## src/rtl/core2axi_ot_if.sv

```systemverilog
// AXI4 bus bundle (all five channels) shared by the core-to-AXI bridge and its environment.
interface AXI_BUS #(
    parameter int unsigned AXI_ADDR_WIDTH = 32,
    parameter int unsigned AXI_DATA_WIDTH = 32,
    parameter int unsigned AXI_ID_WIDTH   = 6,
    parameter int unsigned AXI_USER_WIDTH = 6
);
    localparam int unsigned AXI_STRB_WIDTH = AXI_DATA_WIDTH / 8;

    logic [AXI_ID_WIDTH-1:0]   aw_id;
    logic [AXI_ADDR_WIDTH-1:0] aw_addr;
    logic [7:0]                aw_len;
    logic [2:0]                aw_size;
    logic [1:0]                aw_burst;
    logic                      aw_lock;
    logic [3:0]                aw_cache;
    logic [2:0]                aw_prot;
    logic [3:0]                aw_region;
    logic [3:0]                aw_qos;
    logic [AXI_USER_WIDTH-1:0] aw_user;
    logic                      aw_valid;
    logic                      aw_ready;

    logic [AXI_DATA_WIDTH-1:0] w_data;
    logic [AXI_STRB_WIDTH-1:0] w_strb;
    logic                      w_last;
    logic [AXI_USER_WIDTH-1:0] w_user;
    logic                      w_valid;
    logic                      w_ready;

    logic [AXI_ID_WIDTH-1:0]   b_id;
    logic [1:0]                b_resp;
    logic [AXI_USER_WIDTH-1:0] b_user;
    logic                      b_valid;
    logic                      b_ready;

    logic [AXI_ID_WIDTH-1:0]   ar_id;
    logic [AXI_ADDR_WIDTH-1:0] ar_addr;
    logic [7:0]                ar_len;
    logic [2:0]                ar_size;
    logic [1:0]                ar_burst;
    logic                      ar_lock;
    logic [3:0]                ar_cache;
    logic [2:0]                ar_prot;
    logic [3:0]                ar_region;
    logic [3:0]                ar_qos;
    logic [AXI_USER_WIDTH-1:0] ar_user;
    logic                      ar_valid;
    logic                      ar_ready;

    logic [AXI_ID_WIDTH-1:0]   r_id;
    logic [AXI_DATA_WIDTH-1:0] r_data;
    logic [1:0]                r_resp;
    logic                      r_last;
    logic [AXI_USER_WIDTH-1:0] r_user;
    logic                      r_valid;
    logic                      r_ready;

    modport Master (
        output aw_id, aw_addr, aw_len, aw_size, aw_burst, aw_lock, aw_cache, aw_prot,
               aw_region, aw_qos, aw_user, aw_valid,
        input  aw_ready,
        output w_data, w_strb, w_last, w_user, w_valid,
        input  w_ready,
        input  b_id, b_resp, b_user, b_valid,
        output b_ready,
        output ar_id, ar_addr, ar_len, ar_size, ar_burst, ar_lock, ar_cache, ar_prot,
               ar_region, ar_qos, ar_user, ar_valid,
        input  ar_ready,
        input  r_id, r_data, r_resp, r_last, r_user, r_valid,
        output r_ready
    );

    modport Slave (
        input  aw_id, aw_addr, aw_len, aw_size, aw_burst, aw_lock, aw_cache, aw_prot,
               aw_region, aw_qos, aw_user, aw_valid,
        output aw_ready,
        input  w_data, w_strb, w_last, w_user, w_valid,
        output w_ready,
        output b_id, b_resp, b_user, b_valid,
        input  b_ready,
        input  ar_id, ar_addr, ar_len, ar_size, ar_burst, ar_lock, ar_cache, ar_prot,
               ar_region, ar_qos, ar_user, ar_valid,
        output ar_ready,
        output r_id, r_data, r_resp, r_last, r_user, r_valid,
        input  r_ready
    );
endinterface

```

## src/rtl/core2axi_ot.sv

```systemverilog
// Core data port to AXI4 master bridge with up to MAX_OUTSTANDING single-beat transactions in flight.
// Optional error output data_err_o is enabled by defining CORE2AXI_OT_ERR_EN.
module core2axi_ot #(
    parameter int unsigned AXI_ADDR_WIDTH  = 32,
    parameter int unsigned AXI_DATA_WIDTH  = 32,
    parameter int unsigned AXI_ID_WIDTH    = 6,
    parameter int unsigned AXI_USER_WIDTH  = 6,
    parameter int unsigned MAX_OUTSTANDING = 4
) (
    input  logic                      clk_i,
    input  logic                      rst_ni,
    input  logic                      data_req_i,
    output logic                      data_gnt_o,
    output logic                      data_rvalid_o,
    input  logic [AXI_ADDR_WIDTH-1:0] data_addr_i,
    input  logic                      data_we_i,
    input  logic [3:0]                data_be_i,
    input  logic [31:0]               data_wdata_i,
    output logic [31:0]               data_rdata_o,
`ifdef CORE2AXI_OT_ERR_EN
    output logic                      data_err_o,
`endif
    AXI_BUS.Master                    master
);

    localparam int unsigned CNT_W = $clog2(MAX_OUTSTANDING + 1);
    localparam int unsigned PTR_W = (MAX_OUTSTANDING > 1) ? $clog2(MAX_OUTSTANDING) : 1;

    typedef enum logic {
        DIR_READ  = 1'b0,
        DIR_WRITE = 1'b1
    } dir_e;

    logic [CNT_W-1:0] count_q, count_d;
    dir_e             dir_q, dir_d, req_dir;
    logic             aw_done_q, aw_done_d;
    logic             w_done_q, w_done_d;
    logic             rvalid_q;
    logic [31:0]      rdata_q, rdata_d;
    logic [31:0]      rd_data;

    logic eligible, ar_valid, aw_valid, w_valid;
    logic aw_fire, w_fire, rd_gnt, wr_gnt, gnt;
    logic r_hs, b_hs, rsp;

    always_comb begin
        req_dir   = data_we_i ? DIR_WRITE : DIR_READ;
        // Grant eligibility is based on the registered count, so a direction
        // change only proceeds once the drained state has been registered.
        eligible  = rst_ni && data_req_i && (count_q < CNT_W'(MAX_OUTSTANDING)) &&
                    ((count_q == '0) || (dir_q == req_dir));
        ar_valid  = eligible && !data_we_i;
        aw_valid  = eligible && data_we_i && !aw_done_q;
        w_valid   = eligible && data_we_i && !w_done_q;
        aw_fire   = aw_valid && master.aw_ready;
        w_fire    = w_valid && master.w_ready;
        rd_gnt    = ar_valid && master.ar_ready;
        wr_gnt    = eligible && data_we_i && (aw_done_q || aw_fire) && (w_done_q || w_fire);
        gnt       = rd_gnt || wr_gnt;

        aw_done_d = wr_gnt ? 1'b0 : (aw_done_q || aw_fire);
        w_done_d  = wr_gnt ? 1'b0 : (w_done_q || w_fire);

        r_hs      = (count_q != '0) && (dir_q == DIR_READ) && master.r_valid;
        b_hs      = (count_q != '0) && (dir_q == DIR_WRITE) && master.b_valid;
        rsp       = r_hs || b_hs;

        case ({gnt, rsp})
            2'b10:   count_d = count_q + 1'b1;
            2'b01:   count_d = count_q - 1'b1;
            default: count_d = count_q;
        endcase
        dir_d     = gnt ? req_dir : dir_q;
        rdata_d   = r_hs ? rd_data : rdata_q;
    end

    always_ff @(posedge clk_i or negedge rst_ni) begin
        if (!rst_ni) begin
            count_q   <= '0;
            dir_q     <= DIR_READ;
            aw_done_q <= 1'b0;
            w_done_q  <= 1'b0;
            rvalid_q  <= 1'b0;
            rdata_q   <= '0;
        end else begin
            count_q   <= count_d;
            dir_q     <= dir_d;
            aw_done_q <= aw_done_d;
            w_done_q  <= w_done_d;
            rvalid_q  <= rsp;
            rdata_q   <= rdata_d;
        end
    end

`ifdef CORE2AXI_OT_ERR_EN
    logic err_q;

    always_ff @(posedge clk_i or negedge rst_ni) begin
        if (!rst_ni) begin
            err_q <= 1'b0;
        end else begin
            err_q <= (r_hs && master.r_resp[1]) || (b_hs && master.b_resp[1]);
        end
    end

    assign data_err_o = err_q;

    logic unused_inputs;
    assign unused_inputs = ^{master.r_id, master.r_last, master.r_user, master.r_resp[0],
                             master.b_id, master.b_user, master.b_resp[0]};
`else
    logic unused_inputs;
    assign unused_inputs = ^{master.r_id, master.r_last, master.r_user, master.r_resp,
                             master.b_id, master.b_user, master.b_resp};
`endif

    generate
        if (AXI_DATA_WIDTH == 64) begin : g_wide
            // Read lane (addr[2]) recorded per read grant, consumed in order by R beats.
            logic [MAX_OUTSTANDING-1:0] lane_q;
            logic [PTR_W-1:0]           wr_ptr_q, rd_ptr_q;

            always_ff @(posedge clk_i or negedge rst_ni) begin
                if (!rst_ni) begin
                    lane_q   <= '0;
                    wr_ptr_q <= '0;
                    rd_ptr_q <= '0;
                end else begin
                    if (rd_gnt) begin
                        lane_q[wr_ptr_q] <= data_addr_i[2];
                        wr_ptr_q <= (wr_ptr_q == PTR_W'(MAX_OUTSTANDING - 1)) ? '0 : wr_ptr_q + 1'b1;
                    end
                    if (r_hs) begin
                        rd_ptr_q <= (rd_ptr_q == PTR_W'(MAX_OUTSTANDING - 1)) ? '0 : rd_ptr_q + 1'b1;
                    end
                end
            end

            assign rd_data       = lane_q[rd_ptr_q] ? master.r_data[63:32] : master.r_data[31:0];
            assign master.w_data = {data_wdata_i, data_wdata_i};
            assign master.w_strb = data_addr_i[2] ? {data_be_i, 4'b0000} : {4'b0000, data_be_i};
        end else begin : g_narrow
            assign rd_data       = master.r_data;
            assign master.w_data = data_wdata_i;
            assign master.w_strb = data_be_i;
        end
    endgenerate

    assign data_gnt_o       = gnt;
    assign data_rvalid_o    = rvalid_q;
    assign data_rdata_o     = rdata_q;

    assign master.aw_id     = {AXI_ID_WIDTH{1'b0}};
    assign master.aw_addr   = data_addr_i;
    assign master.aw_len    = '0;
    assign master.aw_size   = 3'b010;
    assign master.aw_burst  = 2'b01;
    assign master.aw_lock   = 1'b0;
    assign master.aw_cache  = '0;
    assign master.aw_prot   = '0;
    assign master.aw_region = '0;
    assign master.aw_qos    = '0;
    assign master.aw_user   = {AXI_USER_WIDTH{1'b0}};
    assign master.aw_valid  = aw_valid;

    assign master.w_last    = 1'b1;
    assign master.w_user    = {AXI_USER_WIDTH{1'b0}};
    assign master.w_valid   = w_valid;

    assign master.b_ready   = 1'b1;

    assign master.ar_id     = {AXI_ID_WIDTH{1'b0}};
    assign master.ar_addr   = data_addr_i;
    assign master.ar_len    = '0;
    assign master.ar_size   = 3'b010;
    assign master.ar_burst  = 2'b01;
    assign master.ar_lock   = 1'b0;
    assign master.ar_cache  = '0;
    assign master.ar_prot   = '0;
    assign master.ar_region = '0;
    assign master.ar_qos    = '0;
    assign master.ar_user   = {AXI_USER_WIDTH{1'b0}};
    assign master.ar_valid  = ar_valid;

    assign master.r_ready   = 1'b1;

endmodule

```

## src/flat_wrapper.sv

```systemverilog
// flat-port wrapper written by rule: the top's interface ports become plain ports
module core2axi_ot_flat 
#(
    parameter int unsigned AXI_ADDR_WIDTH  = 32,
    parameter int unsigned AXI_DATA_WIDTH  = 32,
    parameter int unsigned AXI_ID_WIDTH    = 6,
    parameter int unsigned AXI_USER_WIDTH  = 6,
    parameter int unsigned MAX_OUTSTANDING = 4
)
  (clk_i, rst_ni, data_req_i, data_gnt_o, data_rvalid_o, data_addr_i, data_we_i, data_be_i, data_wdata_i, data_rdata_o, master_aw_id, master_aw_addr, master_aw_len, master_aw_size, master_aw_burst, master_aw_lock, master_aw_cache, master_aw_prot, master_aw_region, master_aw_qos, master_aw_user, master_aw_valid, master_aw_ready, master_w_data, master_w_strb, master_w_last, master_w_user, master_w_valid, master_w_ready, master_b_id, master_b_resp, master_b_user, master_b_valid, master_b_ready, master_ar_id, master_ar_addr, master_ar_len, master_ar_size, master_ar_burst, master_ar_lock, master_ar_cache, master_ar_prot, master_ar_region, master_ar_qos, master_ar_user, master_ar_valid, master_ar_ready, master_r_id, master_r_data, master_r_resp, master_r_last, master_r_user, master_r_valid, master_r_ready);
  AXI_BUS #(.AXI_ADDR_WIDTH(AXI_ADDR_WIDTH), .AXI_DATA_WIDTH(AXI_DATA_WIDTH), .AXI_ID_WIDTH(AXI_ID_WIDTH), .AXI_USER_WIDTH(AXI_USER_WIDTH)) master_i ();
  input  logic clk_i;
  input  logic rst_ni;
  input  logic data_req_i;
  output logic data_gnt_o;
  output logic data_rvalid_o;
  input  logic [AXI_ADDR_WIDTH-1:0] data_addr_i;
  input  logic data_we_i;
  input  logic [3:0] data_be_i;
  input  logic [31:0] data_wdata_i;
  output logic [31:0] data_rdata_o;
  output wire logic [$bits(master_i.aw_id)-1:0] master_aw_id;
  output wire logic [$bits(master_i.aw_addr)-1:0] master_aw_addr;
  output wire logic [$bits(master_i.aw_len)-1:0] master_aw_len;
  output wire logic [$bits(master_i.aw_size)-1:0] master_aw_size;
  output wire logic [$bits(master_i.aw_burst)-1:0] master_aw_burst;
  output wire logic [$bits(master_i.aw_lock)-1:0] master_aw_lock;
  output wire logic [$bits(master_i.aw_cache)-1:0] master_aw_cache;
  output wire logic [$bits(master_i.aw_prot)-1:0] master_aw_prot;
  output wire logic [$bits(master_i.aw_region)-1:0] master_aw_region;
  output wire logic [$bits(master_i.aw_qos)-1:0] master_aw_qos;
  output wire logic [$bits(master_i.aw_user)-1:0] master_aw_user;
  output wire logic [$bits(master_i.aw_valid)-1:0] master_aw_valid;
  input wire logic [$bits(master_i.aw_ready)-1:0] master_aw_ready;
  output wire logic [$bits(master_i.w_data)-1:0] master_w_data;
  output wire logic [$bits(master_i.w_strb)-1:0] master_w_strb;
  output wire logic [$bits(master_i.w_last)-1:0] master_w_last;
  output wire logic [$bits(master_i.w_user)-1:0] master_w_user;
  output wire logic [$bits(master_i.w_valid)-1:0] master_w_valid;
  input wire logic [$bits(master_i.w_ready)-1:0] master_w_ready;
  input wire logic [$bits(master_i.b_id)-1:0] master_b_id;
  input wire logic [$bits(master_i.b_resp)-1:0] master_b_resp;
  input wire logic [$bits(master_i.b_user)-1:0] master_b_user;
  input wire logic [$bits(master_i.b_valid)-1:0] master_b_valid;
  output wire logic [$bits(master_i.b_ready)-1:0] master_b_ready;
  output wire logic [$bits(master_i.ar_id)-1:0] master_ar_id;
  output wire logic [$bits(master_i.ar_addr)-1:0] master_ar_addr;
  output wire logic [$bits(master_i.ar_len)-1:0] master_ar_len;
  output wire logic [$bits(master_i.ar_size)-1:0] master_ar_size;
  output wire logic [$bits(master_i.ar_burst)-1:0] master_ar_burst;
  output wire logic [$bits(master_i.ar_lock)-1:0] master_ar_lock;
  output wire logic [$bits(master_i.ar_cache)-1:0] master_ar_cache;
  output wire logic [$bits(master_i.ar_prot)-1:0] master_ar_prot;
  output wire logic [$bits(master_i.ar_region)-1:0] master_ar_region;
  output wire logic [$bits(master_i.ar_qos)-1:0] master_ar_qos;
  output wire logic [$bits(master_i.ar_user)-1:0] master_ar_user;
  output wire logic [$bits(master_i.ar_valid)-1:0] master_ar_valid;
  input wire logic [$bits(master_i.ar_ready)-1:0] master_ar_ready;
  input wire logic [$bits(master_i.r_id)-1:0] master_r_id;
  input wire logic [$bits(master_i.r_data)-1:0] master_r_data;
  input wire logic [$bits(master_i.r_resp)-1:0] master_r_resp;
  input wire logic [$bits(master_i.r_last)-1:0] master_r_last;
  input wire logic [$bits(master_i.r_user)-1:0] master_r_user;
  input wire logic [$bits(master_i.r_valid)-1:0] master_r_valid;
  output wire logic [$bits(master_i.r_ready)-1:0] master_r_ready;
  assign master_aw_id = master_i.aw_id;
  assign master_aw_addr = master_i.aw_addr;
  assign master_aw_len = master_i.aw_len;
  assign master_aw_size = master_i.aw_size;
  assign master_aw_burst = master_i.aw_burst;
  assign master_aw_lock = master_i.aw_lock;
  assign master_aw_cache = master_i.aw_cache;
  assign master_aw_prot = master_i.aw_prot;
  assign master_aw_region = master_i.aw_region;
  assign master_aw_qos = master_i.aw_qos;
  assign master_aw_user = master_i.aw_user;
  assign master_aw_valid = master_i.aw_valid;
  assign master_i.aw_ready = master_aw_ready;
  assign master_w_data = master_i.w_data;
  assign master_w_strb = master_i.w_strb;
  assign master_w_last = master_i.w_last;
  assign master_w_user = master_i.w_user;
  assign master_w_valid = master_i.w_valid;
  assign master_i.w_ready = master_w_ready;
  assign master_i.b_id = master_b_id;
  assign master_i.b_resp = master_b_resp;
  assign master_i.b_user = master_b_user;
  assign master_i.b_valid = master_b_valid;
  assign master_b_ready = master_i.b_ready;
  assign master_ar_id = master_i.ar_id;
  assign master_ar_addr = master_i.ar_addr;
  assign master_ar_len = master_i.ar_len;
  assign master_ar_size = master_i.ar_size;
  assign master_ar_burst = master_i.ar_burst;
  assign master_ar_lock = master_i.ar_lock;
  assign master_ar_cache = master_i.ar_cache;
  assign master_ar_prot = master_i.ar_prot;
  assign master_ar_region = master_i.ar_region;
  assign master_ar_qos = master_i.ar_qos;
  assign master_ar_user = master_i.ar_user;
  assign master_ar_valid = master_i.ar_valid;
  assign master_i.ar_ready = master_ar_ready;
  assign master_i.r_id = master_r_id;
  assign master_i.r_data = master_r_data;
  assign master_i.r_resp = master_r_resp;
  assign master_i.r_last = master_r_last;
  assign master_i.r_user = master_r_user;
  assign master_i.r_valid = master_r_valid;
  assign master_r_ready = master_i.r_ready;
  core2axi_ot #(.AXI_ADDR_WIDTH(AXI_ADDR_WIDTH), .AXI_DATA_WIDTH(AXI_DATA_WIDTH), .AXI_ID_WIDTH(AXI_ID_WIDTH), .AXI_USER_WIDTH(AXI_USER_WIDTH), .MAX_OUTSTANDING(MAX_OUTSTANDING)) u_core (.clk_i(clk_i), .rst_ni(rst_ni), .data_req_i(data_req_i), .data_gnt_o(data_gnt_o), .data_rvalid_o(data_rvalid_o), .data_addr_i(data_addr_i), .data_we_i(data_we_i), .data_be_i(data_be_i), .data_wdata_i(data_wdata_i), .data_rdata_o(data_rdata_o), .master(master_i));
endmodule
```

## config.mk

```make
export PLATFORM = sky130hd
export DESIGN_NAME = core2axi_ot_flat
export DESIGN_NICKNAME = d
export VERILOG_FILES = /design/src/rtl/core2axi_ot_if.sv /design/src/rtl/core2axi_ot.sv /design/src/flat_wrapper.sv
export SDC_FILE = /design/constraint.sdc
export NUM_CORES = 1
export LEC_CHECK = 0
export BUFFER_PORTS_ARGS = -buffer_cell sky130_fd_sc_hd__buf_2
export CORE_AREA = 2 2 140 142
export CTS_CLUSTER_SIZE = 30
export DETAILED_ROUTE_END_ITERATION = 16
export DIE_AREA = 0 0 142 144
export GPL_TIMING_DRIVEN = 0
export PLACE_DENSITY = 0.57
export SETUP_SLACK_MARGIN = 0.1
export SLEW_MARGIN = 10
export SYNTH_ARGS = -nofsm -noshare
export SYNTH_HDL_FRONTEND = slang
export SYNTH_SLANG_ARGS = --single-unit
```

## constraint.sdc

```tcl
create_clock -name clk_i -period 6.4 [get_ports clk_i]
set_clock_uncertainty 0.15 [all_clocks]
set_input_delay 0.32 -clock clk_i [delete_from_list [all_inputs] [get_ports clk_i]]
set_output_delay 0.32 -clock clk_i [all_outputs]
set_load 0.01 [all_outputs]
```

==> results of run 1 <==
-- worst max-delay path, stage by stage --
cell,delay (ns)
buf_2,0.74
and3b_1,0.28
buf_2,0.20
o221ai_1,0.15
a21o_1,0.19
ha_1,0.21
inv_1,0.07
fa_1,0.17
xor2_1,0.15
nor2_1,0.06
xor2_1,0.13
-- area by class of cell --
type	count	area, um^2
well taps	238	298
flip-flops and latches	39	976
plain buffers	196	1480
multi-input cells	161	1090
inverters	3	11.3
clock inverters	2	12.5
fillers	2058	14200
repair buffers	177	886
clock buffers	6	129
-- power by group --
group          internal (W)  total, W  switching [W]
sequential         0.000343  0.000410      0.0000674
combinational      0.000321  0.000570       0.000249
clock              0.000144  0.000248       0.000104
total              0.000808   0.00123       0.000420
-- metal layers --
| layer | share of wire, % | global-route usage [%] | vias to the layer above |
|---|---|---|---|
| met5 | 0 | 0 | - |
| met4 | 1.1 | 2.37 | 0 |
| met3 | 8.5 | 2.28 | 5 |
| met2 | 54 | 14.2 | 167 |
| met1 | 36 | 7.74 | 1081 |
| li1 | - | - | 1251 |
-- cells by family (layout without fill, tap and decap cells) --
kind of cell	count (synthesis)	count (layout)
flops	39	39
mux	32	32
other cells	2	91
xor+xnor	3	3
simple gates	17	17
compound gates	16	16
buf+inv	199	384
fa+ha+maj	2	2
-- metrics by stage --
| stage | setup WS, ns | instances | hold WS [ns] | power [W] |
|---|---|---|---|---|
| global placement | 3.31 | 814 | 0.337 | 0.000984 |
| finish | 3.72 | 822 | 0.0500 | 0.00123 |
| CTS | 3.62 | 822 | 0.0876 | 0.00126 |
| floorplan | 4.23 | 399 | -0.126 | 0.000806 |
| global route | 3.39 | 822 | 0.0896 | 0.00133 |
| detailed placement | 3.30 | 814 | 0.338 | 0.000993 |
-- sequential cells by signal, indices dropped and copies added, names as in the netlist --
name,flops
u_core.aw_done_q,1
u_core.count_q,3
u_core.data_rdata_o,32
u_core.data_rvalid_o,1
u_core.dir_q,1
u_core.w_done_q,1
-- path summary, 6_finish.rpt --
check	start	end	slack [ns]	cells past startpoint
min in group clk_i	master_r_data[13]	u_core.data_rdata_o[13]	0.11	2
worst min register to register	u_core.data_rdata_o[31]	u_core.data_rdata_o[31]	0.35	1
max in group asynchronous	rst_ni	u_core.count_q[0]	5.44	1
worst max-delay path	rst_ni	u_core.count_q[2]	3.72	11
worst min-delay path	rst_ni	u_core.data_rdata_o[23]	0.05	1
worst max register to register	u_core.count_q[1]	u_core.count_q[2]	4.06	9
-- synth_stat cells, drive strengths merged (2+ instances only) --
cell,number
a21oi,5
a41oi,2
buf,195
conb,2
dfrtp,39
inv,3
mux2,32
nand2,4
nor2,5
o21ai,3
or2,2
xor2,2
==> run_results.csv, run 1 <==
group,metric,value,unit
global_routing,grt_use_total,7.42,%
route,routed_wl,8340,um
placement,dp_hpwl,7120,um
logic_synthesis,synth-simple-area-share,3.27,%
timing,fin_crit_sh,41.8,%
timing,tightest_slew,0.987,ns
die,std_cell_rows,51,
timing,timing.setup.tns,0,ns
logic_synthesis,ys_ff_latch,39,
critical_path,worstSetupEndpointType,"register",
logic_synthesis,synth-xor-area-share,0.816,%
finish,layout_commonest_cell,"buf_4",
timing,final_max_slew_viol_count,0,
logic_synthesis,synth_top_area_cell,"buf_4",
die,pin_count,366,
finish,layout-drive-gt1-share,71.4,%
logic_synthesis,syn_area_per_cell,10.4,um^2
critical_path,start_kind,"primary input",
timing,setup_viol,0,
logic_synthesis,synth_compound_area_share,3.42,%
finish,syn_to_final_growth,51.6,%
route,first_pass_iters,4,
finish,antenna_cells,0,
critical_path,crit_required,6.42,ns
timing,period_needed,2.68,ns
clock_network,cts_tree,"built",
critical_path,crit_arrival,2.70,ns
timing,slew_headroom,34.2,%
critical_path,path_max_fanout,40,
logic_synthesis,synth_top_area_share,44.6,%
run,maxCapViolations,0,
global_routing,grt-ovfl-total,0,
clock_network,htree_levels,2,
logic_synthesis,yosysUniqueCellTypes,32,
clock_network,cts_resized,0,
logic_synthesis,synthAdderAreaFrac,1.01,%
hold_path,hold_path_class,"primary input to asynchronous set/reset pin",
route,drt_iter0_drc,34,
timing,clock.fmax,373,MHz
clock_network,insertion_delay,0.29,ns
die,die_width,142,um
clock_network,clk_path_buf_depth,2,
outcome,status,"completed",
route,num_vias,2504,
route,wl_per_cell,10.1,um
critical_path,worst-setup-path-type,"primary input to register",
logic_synthesis,ys.flop_type,"dfrtp_1",
die,start_util,16.9,%
placement,placedInstanceArea,4740,um^2
die,die_h,144,um
route,antenna_left,0,
power,p_leak,2.88,nW
timing,hold_viol,0,
logic_synthesis,postSynthCellCount,310,
clock_network,clkSinkCount,39,
power,p_per_area,252,nW/um^2
logic_synthesis,synth_mux_area_share,14.7,%
finish,mostFrequentLayoutCells,"buf_4, buf_2, conb_1",
global_routing,grt_pass1_wl,11600,um
route,viasPerCell,3.05,
global_routing,grt_pass1_vias,2264,
finish,fin_area,4880,um^2
clock_network,postCtsHoldBufs,0,
logic_synthesis,synth_seq_area_share,30.3,%
placement,globalplace.congestion,0.676,
logic_synthesis,synthArstFlopShare,100,%
logic_synthesis,synth.top_cells.by_area,"buf_4, dfrtp_1, mux2_4",
route,drc_errors,0,
die,core,19100,um^2
clock_network,cts.clk_slew.worst_paths,0.06,ns
power,peakVddDrop,92.2,uV
finish,fin_util,25.6,%
die,die_area,20400,um^2
clock_network,post_cts_buffers,0,
logic_synthesis,synth_top_family_by_area,"buffers and inverters",
clock_network,cts_buffers,5,
clock_network,cts_root_buf,"clkbuf_16",
logic_synthesis,synth_edf_count,0,
logic_synthesis,syn_area,3220,um^2
global_routing,grt_antenna_before_repair,0,
finish,nets,723,
placement,port_buffers,177,
logic_synthesis,ys.warnings.count,0,
global_routing,grt_max_degree,41,
timing,rsz0062_at_grt,"no",
Note: power is estimated with default switching activity, not from simulation.
==> inputs of run 2 (changes only) <==
ABC_AREA = 1   (was default)
CORE_AREA = 2 2 144 146   (was 2 2 140 142)
DIE_AREA = 0 0 146 148   (was 0 0 142 144)
PLACE_DENSITY = 0.55   (was 0.57)
clock period = 2.65 ns   (was 6.4 ns; I/O delays follow)
==> run 2 against run 1 <==
  * Non-clock buffer count is 37 higher
  * Core utilization is 0.27 points higher
  * Hold slack worse by 0.017 ns
  * Synthesized area is 4.0% lower
  * Sequential cell count stayed put
  * Die area is 5.7% higher
  * Synthesized cell count is 24% higher
  * Critical path depth stayed put
  * Register-to-register slack worse by 3.7 ns
  * Combinational power grew to 2.6 times the previous value
  * Via count is 15% higher
  * Clock power grew to 2.5 times the previous value
  * Largest cell class unchanged
  * Highest routed layer unchanged
==> run_results.csv, run 2 <==
group,metric,value,unit
die,core,20000,um^2
logic_synthesis,synthArstFlopShare,100,%
global_routing,grt_pass1_vias,2649,
power,p_per_area,610,nW/um^2
placement,placedInstanceArea,4650,um^2
critical_path,start_kind,"primary input",
timing,timing.setup.tns,0,ns
clock_network,cts_tree,"built",
clock_network,cts_root_buf,"clkbuf_16",
logic_synthesis,synth_top_family_by_area,"buffers and inverters",
route,drt_iter0_drc,39,
critical_path,path_max_fanout,4,
die,die_width,146,um
power,p_leak,3.16,nW
critical_path,slowest_delay,0.53,ns
finish,mostFrequentLayoutCells,"buf_4, buf_2, nand2_1",
logic_synthesis,synth_seq_area_share,31.6,%
route,drc_errors,0,
logic_synthesis,yosysUniqueCellTypes,21,
clock_network,cts.clk_slew.worst_paths,0.06,ns
route,routed_wl,9230,um
clock_network,clkSinkCount,39,
logic_synthesis,synth.top_cells.by_area,"buf_4, dfrtp_1, nand2_1",
finish,nets,834,
finish,fin_area,5180,um^2
timing,fin_ws,0.276,ns
logic_synthesis,synth_top_area_cell,"buf_4",
timing,fin_crit_sh,89.6,%
critical_path,crit_path_cell_trace,"dlygate4sd3_1 -> buf_4 -> nand2_1 -> nor2_1 -> nand3_2 -> a21oi_4 -> a21oi_1 -> ha_1 -> inv_1 -> fa_2 -> o21ai_0",
logic_synthesis,postSynthCellCount,385,
clock_network,htree_levels,2,
critical_path,worst-setup-path-type,"primary input to register",
die,pin_count,366,
timing,hold_viol,0,
logic_synthesis,syn_area_per_cell,8.03,um^2
finish,layout_commonest_cell,"buf_4",
critical_path,crit_required,2.71,ns
critical_path,crit_arrival,2.44,ns
logic_synthesis,ys.flop_type,"dfrtp_1",
logic_synthesis,ys.warnings.count,0,
timing,clock.fmax,421,MHz
logic_synthesis,ys_ff_latch,39,
route,wl_per_cell,9.56,um
critical_path,cp_slowest_cell,"dlygate4sd3_1",
global_routing,grt-ovfl-total,0,
logic_synthesis,synth_edf_count,0,
die,die_area,21600,um^2
global_routing,grt_antenna_before_repair,1,
clock_network,cts_buffers,5,
timing,final_max_slew_viol_count,0,
logic_synthesis,synth_common_cells,"buf_4, nand2_1, dfrtp_1, inv_1, buf_2",
finish,largest_reg_flops,32,
placement,port_buffers,177,
route,antenna_left,0,
finish,final_cell_count_no_fill,965,
placement,dp_hpwl,7340,um
logic_synthesis,synth_top_area_share,46.4,%
die,std_cell_rows,52,
logic_synthesis,synth_most_common_cell,"buf_4",
timing,period_needed,2.37,ns
placement,dp_slack,-0.359,ns
route,num_vias,2873,
logic_synthesis,synth-simple-area-share,15.4,%
global_routing,grt_max_degree,40,
placement,globalplace.congestion,0.717,
route,viasPerCell,2.98,
global_routing,grt_pass1_wl,13400,um
placement,place_inst,921,
route,first_pass_iters,4,
finish,syn_to_final_growth,67.5,%
timing,setup_viol,0,
hold_path,hold_path_class,"primary input to register",
critical_path,worstSetupEndpointType,"register",
finish,layout-drive-gt1-share,56.8,%
logic_synthesis,syn_area,3090,um^2
logic_synthesis,synth-xor-area-share,0.567,%
global_routing,grt_use_total,7.93,%
clock_network,clk_path_buf_depth,2,
power,peakVddDrop,232,uV
timing,rsz0062_at_grt,"no",
run,maxCapViolations,0,
logic_synthesis,synth_compound_area_share,1.82,%
logic_synthesis,synthAdderAreaFrac,1.05,%
die,start_util,15.4,%
outcome,status,"completed",
clock_network,insertion_delay,0.29,ns
die,die_h,148,um
logic_synthesis,synth_mux_area_share,0,%
==> run 2: final cells by class <==
type / instances / area, um^2
Fill cell: 2238 / 14900
Buffer: 197 / 1460
Timing Repair Buffer: 213 / 1270
Sequential cell: 39 / 976
Multi-Input combinational cell: 222 / 927
Tap cell: 270 / 338
Clock buffer: 6 / 139
Inverter: 16 / 60.1
Clock inverter: 1 / 5.00
Antenna cell: 1 / 2.50
==> run 2: repair_timing <==
action,CTS,global route
hold buffers,36,0
setup buffers,0,0
gates cloned,0,0
hold endpoints to repair,73,0
gates resized for setup,1,3
endpoints found under the setup margin,2,1
pin swaps,0,0
==> run 2: critical path, delay by kind of cell <==
family | cells | cell delay (ns)
fa+ha+maj | 2 | 0.64
buf+inv | 3 | 0.77
compound gates | 3 | 0.43
simple gates | 3 | 0.46
==> run 2: report_power, final <==
part	internal [W]	total [W]	leakage, nW	switching, W
Sequential	0.000879	0.00102	0.482	0.000137
Clock	0.000368	0.000630	0.0727	0.000262
Combinational	0.000674	0.00151	2.61	0.000836
==> run 2: through the flow <==
step	util [%]	hold WS (ns)	total power, W
global route	25.8	0.0462	0.00345
CTS	25.8	0.0185	0.00324
floorplan	-	-0.313	0.00196
global placement	23.2	0.185	0.00249
finish	25.8	0.0328	0.00316
detailed placement	23.2	0.188	0.00252
==> run 2: final timing paths <==
path / slack [ns] / end / from / cells after the start
setup / recovery: 0.28 / u_core.count_q[1] / rst_ni / 11
min in group asynchronous: 0.21 / u_core.data_rvalid_o / rst_ni / 3
hold reg to reg: 0.31 / u_core.data_rdata_o[10] / u_core.data_rdata_o[10] / 2
hold / removal: 0.03 / u_core.aw_done_q / master_aw_ready / 5
setup reg to reg: 0.37 / u_core.count_q[1] / u_core.count_q[1] / 10
max in group asynchronous: 1.93 / u_core.data_rdata_o[7] / rst_ni / 3
==> run 2: logic make-up (layout without fill, tap and decap cells) <==
logic type,after synthesis,in the layout
buf+inv,213,433
simple gates,119,119
flops,39,39
compound gates,8,8
fa+ha+maj,2,2
other cells,2,92
xor+xnor,2,2
==> run 2: layer usage <==
metal	share of wire [%]	global-route usage [%]	up-vias
li1	-	-	1492
met1	35	8.03	1205
met2	55	15.4	170
met3	8.7	2.22	6
met4	1.4	2.86	0
met5	0	0	-
